### src/rtl/if_id_queue.sv
// Decoupling IF->ID instruction queue: DEPTH entries of {instr, pc, pc+4}.
// Optional performance counters enabled by defining IFQ_PERF_EN.

module if_id_queue_slot #(
  parameter int W = 96
) (
  input  logic         clk,
  input  logic         we,
  input  logic [W-1:0] d,
  output logic [W-1:0] q
);
  // Storage only; contents are don't-care after reset so no reset is applied.
  always_ff @(posedge clk)
    if (we) q <= d;
endmodule

module if_id_queue #(
  parameter int          DEPTH     = 4,
  parameter logic [31:0] NOP_INSTR = 32'h00000013
) (
  input  logic                   clk,
  input  logic                   rst,
  input  logic                   ValidF,
  input  logic [31:0]            InstrF,
  input  logic [31:0]            PCF,
  input  logic [31:0]            PCPlus4F,
  input  logic                   StallD,
  input  logic                   FlushD,
  output logic                   FullF,
  output logic                   ValidD,
  output logic [31:0]            InstrD,
  output logic [31:0]            PCD,
  output logic [31:0]            PCPlus4D,
  output logic [$clog2(DEPTH):0] CountQ
`ifdef IFQ_PERF_EN
  ,
  output logic [31:0]            FullCyclesQ,
  output logic [31:0]            FlushedInstrsQ
`endif
);
  localparam int AW = $clog2(DEPTH);
  localparam int CW = AW + 1;

  typedef struct packed {
    logic [31:0] instr;
    logic [31:0] pc;
    logic [31:0] pc4;
  } ifq_entry_t;

  logic [AW-1:0] wr_ptr, rd_ptr;
  logic [CW-1:0] count_q;
  logic          push, pop;
  ifq_entry_t    wr_ent, head;
  ifq_entry_t    slot_q [DEPTH];
  logic [DEPTH-1:0] slot_we;

  // Flags decode registered count only, so no input reaches an output.
  assign FullF  = (count_q == CW'(DEPTH));
  assign ValidD = (count_q != '0);
  assign CountQ = count_q;

  assign push = ValidF && !FullF && !FlushD;
  assign pop  = ValidD && !StallD && !FlushD;

  assign wr_ent = '{instr: InstrF, pc: PCF, pc4: PCPlus4F};

  genvar g;
  generate
    for (g = 0; g < DEPTH; g++) begin : g_slot
      assign slot_we[g] = push && (wr_ptr == AW'(g));
      if_id_queue_slot #(.W($bits(ifq_entry_t))) u_slot (
        .clk (clk),
        .we  (slot_we[g]),
        .d   (wr_ent),
        .q   (slot_q[g])
      );
    end
  endgenerate

  always_comb begin
    head = '{instr: NOP_INSTR, pc: 32'h0, pc4: 32'h0};
    if (ValidD) head = slot_q[rd_ptr];
  end

  assign InstrD   = head.instr;
  assign PCD      = head.pc;
  assign PCPlus4D = head.pc4;

  always_ff @(posedge clk) begin
    if (rst || FlushD) begin
      wr_ptr  <= '0;
      rd_ptr  <= '0;
      count_q <= '0;
    end else begin
      if (push) wr_ptr <= wr_ptr + AW'(1);
      if (pop)  rd_ptr <= rd_ptr + AW'(1);
      case ({push, pop})
        2'b10:   count_q <= count_q + CW'(1);
        2'b01:   count_q <= count_q - CW'(1);
        default: count_q <= count_q;
      endcase
    end
  end

`ifdef IFQ_PERF_EN
  logic [32:0] flush_sum;

  assign flush_sum = {1'b0, FlushedInstrsQ} + 33'(count_q) + 33'(ValidF);

  always_ff @(posedge clk) begin
    if (rst) begin
      FullCyclesQ    <= '0;
      FlushedInstrsQ <= '0;
    end else begin
      if (FullF && ValidF && (FullCyclesQ != 32'hFFFF_FFFF))
        FullCyclesQ <= FullCyclesQ + 32'd1;
      // Wrong-path work lost on a redirect: queued entries plus the incoming one.
      if (FlushD)
        FlushedInstrsQ <= flush_sum[32] ? 32'hFFFF_FFFF : flush_sum[31:0];
    end
  end
`endif

endmodule

### config.mk
export PLATFORM = sky130hd
export DESIGN_NAME = if_id_queue
export DESIGN_NICKNAME = d
export VERILOG_FILES = /design/src/rtl/if_id_queue.sv
export SDC_FILE = /design/constraint.sdc
export NUM_CORES = 1
export LEC_CHECK = 0
export ABC_AREA = 1
export CORE_AREA = 2 2 237 239
export DETAILED_ROUTE_END_ITERATION = 7
export DIE_AREA = 0 0 239 241
export HOLD_SLACK_MARGIN = 0.06
export REMOVE_ABC_BUFFERS = 1
export SLEW_MARGIN = 40
export SYNTH_ARGS = -nofsm -noshare
export SYNTH_HDL_FRONTEND = slang
export SYNTH_SLANG_ARGS = --single-unit
### constraint.sdc
create_clock -name clk -period 8.3 [get_ports clk]
set_clock_uncertainty 0.2 [all_clocks]
set_input_delay 0.83 -clock clk [delete_from_list [all_inputs] [get_ports clk]]
set_output_delay 0.83 -clock clk [all_outputs]
set_load 0.01 [all_outputs]
==> results of run 1 <==
[area by class of cell]
cell class | count | area [sq um] | share of cell area
Multi-Input combinational cell | 717 | 3160 | 0.162
Inverter | 19 | 81.3 | 0.00418
Tap cell | 704 | 881 | 0.0452
Antenna cell | 1 | 2.50 | 0.000128
Clock inverter | 26 | 239 | 0.0123
Clock buffer | 54 | 1180 | 0.0606
Timing Repair Buffer | 219 | 2250 | 0.116
Sequential cell | 391 | 11700 | 0.600
[where the power goes]
group	leakage [nW]	total, mW	internal, mW	switching (mW)
Clock	0.698	1.92	1.14	0.784
Sequential	3.55	2.21	2.20	0.00756
Combinational	2.18	0.230	0.105	0.125
Total	6.43	4.36	3.44	0.917
[how the worst min path moves through the flow]
| stage | end | slack (ps) | cells past startpoint |
|---|---|---|---|
| 2_1_floorplan | wr_ptr[1] | 270 | 2 |
| 3_3_place_gp | wr_ptr[1] | 290 | 2 |
| 3_5_place_dp | wr_ptr[1] | 310 | 2 |
| 4_1_cts | wr_ptr[1] | 320 | 2 |
| 5_1_grt | wr_ptr[0] | 350 | 2 |
| 6_report | wr_ptr[0] | 320 | 2 |
[state kept, by name (all words and copies together), names as in the netlist]
name	count
wr_ptr	2
g_slot.u_slot.q	384
rd_ptr	2
CountQ	3
[layer usage]
metal  global-route usage  vias to the layer above  wire length, um
li1                     -                     4634                -
met1                0.178                     4867            17500
met2                0.215                      242            18400
met3               0.0359                       59             2510
met4               0.0358                        4              732
met5                    0                        -               27
[metrics by stage]
stage	worst slack, ps	cells	utilization	power (mW)
after floorplan	747	1127	-	2.33
after global routing	3670	2130	0.355	4.51
after CTS	3690	2129	0.354	4.41
after detailed placement	4300	2049	0.328	2.48
final	3930	2131	0.355	4.36
after global placement	3810	2045	0.326	2.48
[cell usage in the layout (no fill, tap or decap), types with 2 or more instances in the layout]
| master | synthesis | layout |
|---|---|---|
| edfxtp_1 | 384 | 384 |
| nor2_1 | 384 | 380 |
| clkdlybuf4s50_1 | 0 | 201 |
| o21ai_1 | 111 | 111 |
| a21oi_1 | 104 | 104 |
| o21ai_0 | 80 | 80 |
| clkbuf_16 | 0 | 46 |
| nand2_1 | 26 | 26 |
| inv_1 | 16 | 16 |
| clkinv_1 | 0 | 11 |
| clkbuf_1 | 14 | 8 |
| clkinv_2 | 0 | 7 |
| buf_4 | 18 | 7 |
| dfxtp_1 | 7 | 5 |
| nand3_1 | 5 | 5 |
| ha_1 | 5 | 5 |
| buf_6 | 7 | 5 |
| nor2_4 | 0 | 4 |
| bufinv_16 | 0 | 4 |
| inv_6 | 0 | 3 |
| buf_16 | 0 | 3 |
| inv_4 | 0 | 2 |
| dfxtp_4 | 0 | 2 |
[tightest hold or removal path: cells and delay by family (launching register included)]
family	cells	cell delay, ps
compound gates	1	60
flops	1	340
simple gates	1	80
[synth_stat cells]
library cell  instances  area share
o21ai_1             111       0.036
dfxtp_1               7      0.0091
edfxtp_1            384        0.75
buf_2                17      0.0056
buf_6                 7      0.0051
nand3_1               5      0.0016
buf_1                 3     0.00074
inv_1                16      0.0039
buf_8                 1     0.00098
clkbuf_2             14      0.0046
clkbuf_1             14      0.0034
inv_2                 3     0.00074
ha_1                  5      0.0041
o21ai_0              80       0.026
buf_4                18      0.0088
nand2_1              26      0.0064
nor2_1              384       0.094
fa_1                  1      0.0013
a21oi_1             104       0.034
nand2_2               1     0.00041
[kinds of logic after synthesis]
group	synth area share
buf+inv	0.0339
simple gates	0.102
flops	0.762
compound gates	0.0964
fa+ha+maj	0.00539
==> metrics.yaml, run 1 <==
run_status:
  status: "complete, no violations"
logic_synthesis:
  syn_area_per_cell_sq_um: 12.8
  ys_seq_area_frac: 0.762
  synth.distinct_cells: 20
  yosys_warnings: 0
  synthCells: 1201
  synth-seq-cells: 391
  syn_area_sq_mm: 0.0153
clocking:
  clk_path_buf_depth: 3
  clkSinkCount: 391
  htreeDepth: 2
  cts_inserted_buffers: 44
  cts_tree: "built"
  cts_root_buf: "clkbuf_16"
  path_clk_slew_ps: 60
  postCtsHoldBufs: 0
  cts_setup_buffers: 0
  clock_latency_ps: 560
  cts_resized: 0
critical_path:
  crit_path_end: "InstrD[0]"
  slowest_delay_ps: 600
  crit_type: "register to primary output"
  crit_path_start_kind: "register"
  worstSetupEndpointType: "primary output"
  path_depth: 6
  cp_num_buf_inv: 4
  worstReg2RegStart: "CountQ[1]"
  crit_chain: "inv_6 -> buf_6 -> buf_16 -> a21oi_1 -> o21ai_0 -> clkdlybuf4s50_1"
  reg2reg_slack_ps: 5890
  crit_family: "buffers and inverters"
  worstRegToRegCells: 6
  r2r-end: "g_slot[1].u_slot.q[65]"
  worstPathArrival_ps: 3340
  cp.required_ps: 7270
  crit_start: "rd_ptr[0]"
  crit_fanout: 92
  crit_path_top_delay_cell: "clkdlybuf4s50_1"
detailed_routing:
  drc: 0
  drt_iter0_drc: 733
  wl_per_cell_um: 18.4
  ant_nets: 0
  vias_per_cell: 4.60
  drt_wl_total_um: 39100
  drt-pass1-iter-count: 5
  vias: 9806
grt:
  track_usage: 0.133
  antenna_found_initial: 3
  grt_pass1_vias: 9596
  overflow: 0
  grt_max_degree: 107
  grt_pass1_wl_um: 58100
finish:
  final_nets: 1499
  drive_above_1_share: 0.0624
  fillCellCount: 5360
  area_growth_pct: 27.1
  final_area_sq_mm: 0.0195
sta:
  relSlewSlack: 0.476
  fin_crit_sh: 0.526
  worst_hold_slack_ps: 324
  setup_viol: 0
  tightest_slew_ps: 786
  finalMaxSlewViolations: 0
  timing.final.crit_period_ps: 4370
  rsz0062_at_grt: "false"
  finalSetupTns_ps: 0
  hold_violations: 0
  max_freq_mhz: 229
placed_design:
  dpl_cell_area_sq_mm: 0.0180
  place_congestion: 0.698
  dp_hpwl_um: 21700
  port_buffers: 201
floorplanning:
  io_pins: 202
  start_util: 0.279
  core-area_sq_mm: 0.0549
  die-area_sq_mm: 0.0576
  die_h_um: 241
  fp-row-count: 86
  die_x_um: 239
worst_hold_path:
  hp-class: "register to register"
  min_from: "wr_ptr[0]"
power_and_ir_drop:
  ir_worst_vdd_mv: 0.159
  powerDensity_mw_per_mm2: 224
  leakage_nw: 6.43
job:
  maxCapViolations: 0
Note: power is estimated with default switching activity, not from simulation.
==> inputs of run 2 (changes only) <==
- clock period: 8.3 -> 3.8 ns (I/O delays scaled with it)
==> metrics.yaml, run 2 (synthesis gave the netlist of run 1 again) <==
detailed_routing:
  vias: 9686  # was 9806
  drt_wl_total_um: 37300  # was 39100 um
  ant_nets: 0  # unchanged
  wl_per_cell_um: 17.4  # was 18.4 um
  drt_iter0_drc: 524  # was 733
  vias_per_cell: 4.53  # was 4.60
  drt-pass1-iter-count: 5  # unchanged
  drc: 0  # unchanged
sta:
  rsz0062_at_grt: "false"  # unchanged
  worst_slack_ps: 450  # was 3930 ps
  hold_violations: 0  # unchanged
  max_freq_mhz: 299
  relSlewSlack: 0.586  # was 0.476
  fin_crit_sh: 0.882
  tightest_slew_ps: 621  # was 786 ps
  timing.final.crit_period_ps: 3350
  finalSetupTns_ps: 0  # unchanged
  setup_viol: 0  # unchanged
  finalMaxSlewViolations: 0  # unchanged
clocking:
  path_clk_slew_ps: 60  # about the same
  clk_path_buf_depth: 3  # unchanged
  cts_setup_buffers: 0  # unchanged
  cts_tree: "built"  # unchanged
  cts_resized: 0  # unchanged
  cts_root_buf: "clkbuf_16"  # unchanged
  cts_inserted_buffers: 43  # was 44
  clock_latency_ps: 560  # about the same
  htreeDepth: 2  # unchanged
  clkSinkCount: 391  # unchanged
  postCtsHoldBufs: 0  # unchanged
critical_path:
  worstSetupEndpointType: "primary output"  # unchanged
  cp.required_ps: 3220  # was 7270 ps
  worstPathArrival_ps: 2770  # was 3340 ps
  crit_path_start_kind: "register"  # unchanged
  crit_fanout: 71  # was 92
  crit_type: "register to primary output"  # unchanged
grt:
  antenna_found_initial: 6  # was 3
  grt_pass1_vias: 9669  # was 9596
  grt_max_degree: 99  # was 107
  track_usage: 0.128  # was 0.133
  grt_pass1_wl_um: 56400  # was 58100 um
  overflow: 0  # unchanged
finish:
  largest_reg_flops: 384  # unchanged
  final_nets: 1506  # was 1499
  final_common_cell: "edfxtp_1"  # unchanged
  diodes: 0  # was 1
  area_growth_pct: 27.6  # was 27.1%
  final_area_sq_mm: 0.0195  # about the same
  final_cell_mix: "384 x edfxtp_1, 380 x nor2_1, 201 x clkdlybuf4s50_1"  # unchanged
  largest_register: "g_slot.u_slot.q"  # unchanged
  drive_above_1_share: 0.0698  # was 0.0624
placed_design:
  port_buffers: 201  # unchanged
  dpl_cell_area_sq_mm: 0.0182  # was 0.0180 sq mm
  dp_hpwl_um: 20500  # was 21700 um
  place_congestion: 0.705  # was 0.698
  place_ws_ps: 978  # was 4300 ps
power_and_ir_drop:
  swShare: 0.209  # was 0.210
  total_power_mw: 9.35  # was 4.36 mW
  leakage_nw: 6.44  # was 6.43 nW
  seqPwrFrac: 0.515  # was 0.507
  ir_worst_vdd_mv: 0.368  # was 0.159 mV
  combPwrFrac: 0.053  # about the same
  internal-power_mw: 7.40  # was 3.44 mW
  p_switching_mw: 1.95  # was 0.917 mW
  powerDensity_mw_per_mm2: 478  # was 224 mW/mm^2
  p_clk_frac: 0.432  # was 0.441
job:
  maxCapViolations: 0  # unchanged
worst_hold_path:
  hp-class: "input pin to register"  # was register to register
floorplanning:
  io_pins: 202  # unchanged
  die_h_um: 241  # unchanged
  die-area_sq_mm: 0.0576  # unchanged
  start_util: 0.279  # unchanged
  fp-row-count: 86  # unchanged
  core-area_sq_mm: 0.0549  # unchanged
  die_x_um: 239  # unchanged
run_status:
  status: "complete, no violations"  # unchanged
## run 2: power groups by stage
| stage | Clock [mW] | Combinational [mW] | Sequential, mW |
|---|---|---|---|
| CTS | 4.18 | 0.504 | 4.82 |
| global route | 4.34 | 0.542 | 4.82 |
| global placement | 0 | 0.494 | 4.91 |
| finish | 4.04 | 0.495 | 4.82 |
| detailed placement | 0 | 0.500 | 4.91 |
| floorplan | 0 | 0.164 | 4.92 |
## run 2: final timing paths
| kind | slack, ps | end | from | cells past startpoint |
|---|---|---|---|---|
| hold / removal | 250 | g_slot[0].u_slot.q[42] | PCF[10] | 1 |
| hold reg to reg | 340 | wr_ptr[0] | wr_ptr[0] | 2 |
| setup / recovery | 450 | PCPlus4D[6] | rd_ptr[0] | 5 |
| setup reg to reg | 1430 | CountQ[2] | CountQ[0] | 12 |
## run 2: layer usage
metal | vias to the layer above | GRT usage | share of wire
li1 | 4656 | - | -
met1 | 4728 | 0.164 | 0.44
met2 | 232 | 0.209 | 0.47
met3 | 58 | 0.0415 | 0.072
met4 | 12 | 0.0350 | 0.018
met5 | - | 0 | 0.0017
## run 2: layout make-up
class | instances | area [sq um]
Clock buffer | 54 | 1150
Clock inverter | 24 | 225
Fill cell | 5278 | 35300
Inverter | 19 | 81.3
Multi-Input combinational cell | 717 | 3160
Sequential cell | 391 | 11700
Tap cell | 704 | 881
Timing Repair Buffer | 227 | 2370
## run 2: through the flow
stage / std cells / hold WS, ps / util
finish: 2136 / 246 / 0.356
global route: 2136 / 220 / 0.356
CTS: 2136 / 200 / 0.356
global placement: 2058 / 300 / 0.331
floorplan: 1127 / 272 / -
detailed placement: 2058 / 312 / 0.331
## run 2: worst max-delay path, cell delays in order, from the launching register on
cell and delay, ps:
dfxtp_4 440, inv_6 450, buf_4 360, o21ai_0 120
a21oi_1 200, clkdlybuf4s50_1 570
==> inputs of run 3 (changes only) <==
- HOLD_SLACK_MARGIN: 0.06 -> 0.02
==> results of run 3 <==
Same layout as run 2: the final DEF is identical, and so are final timing and power.
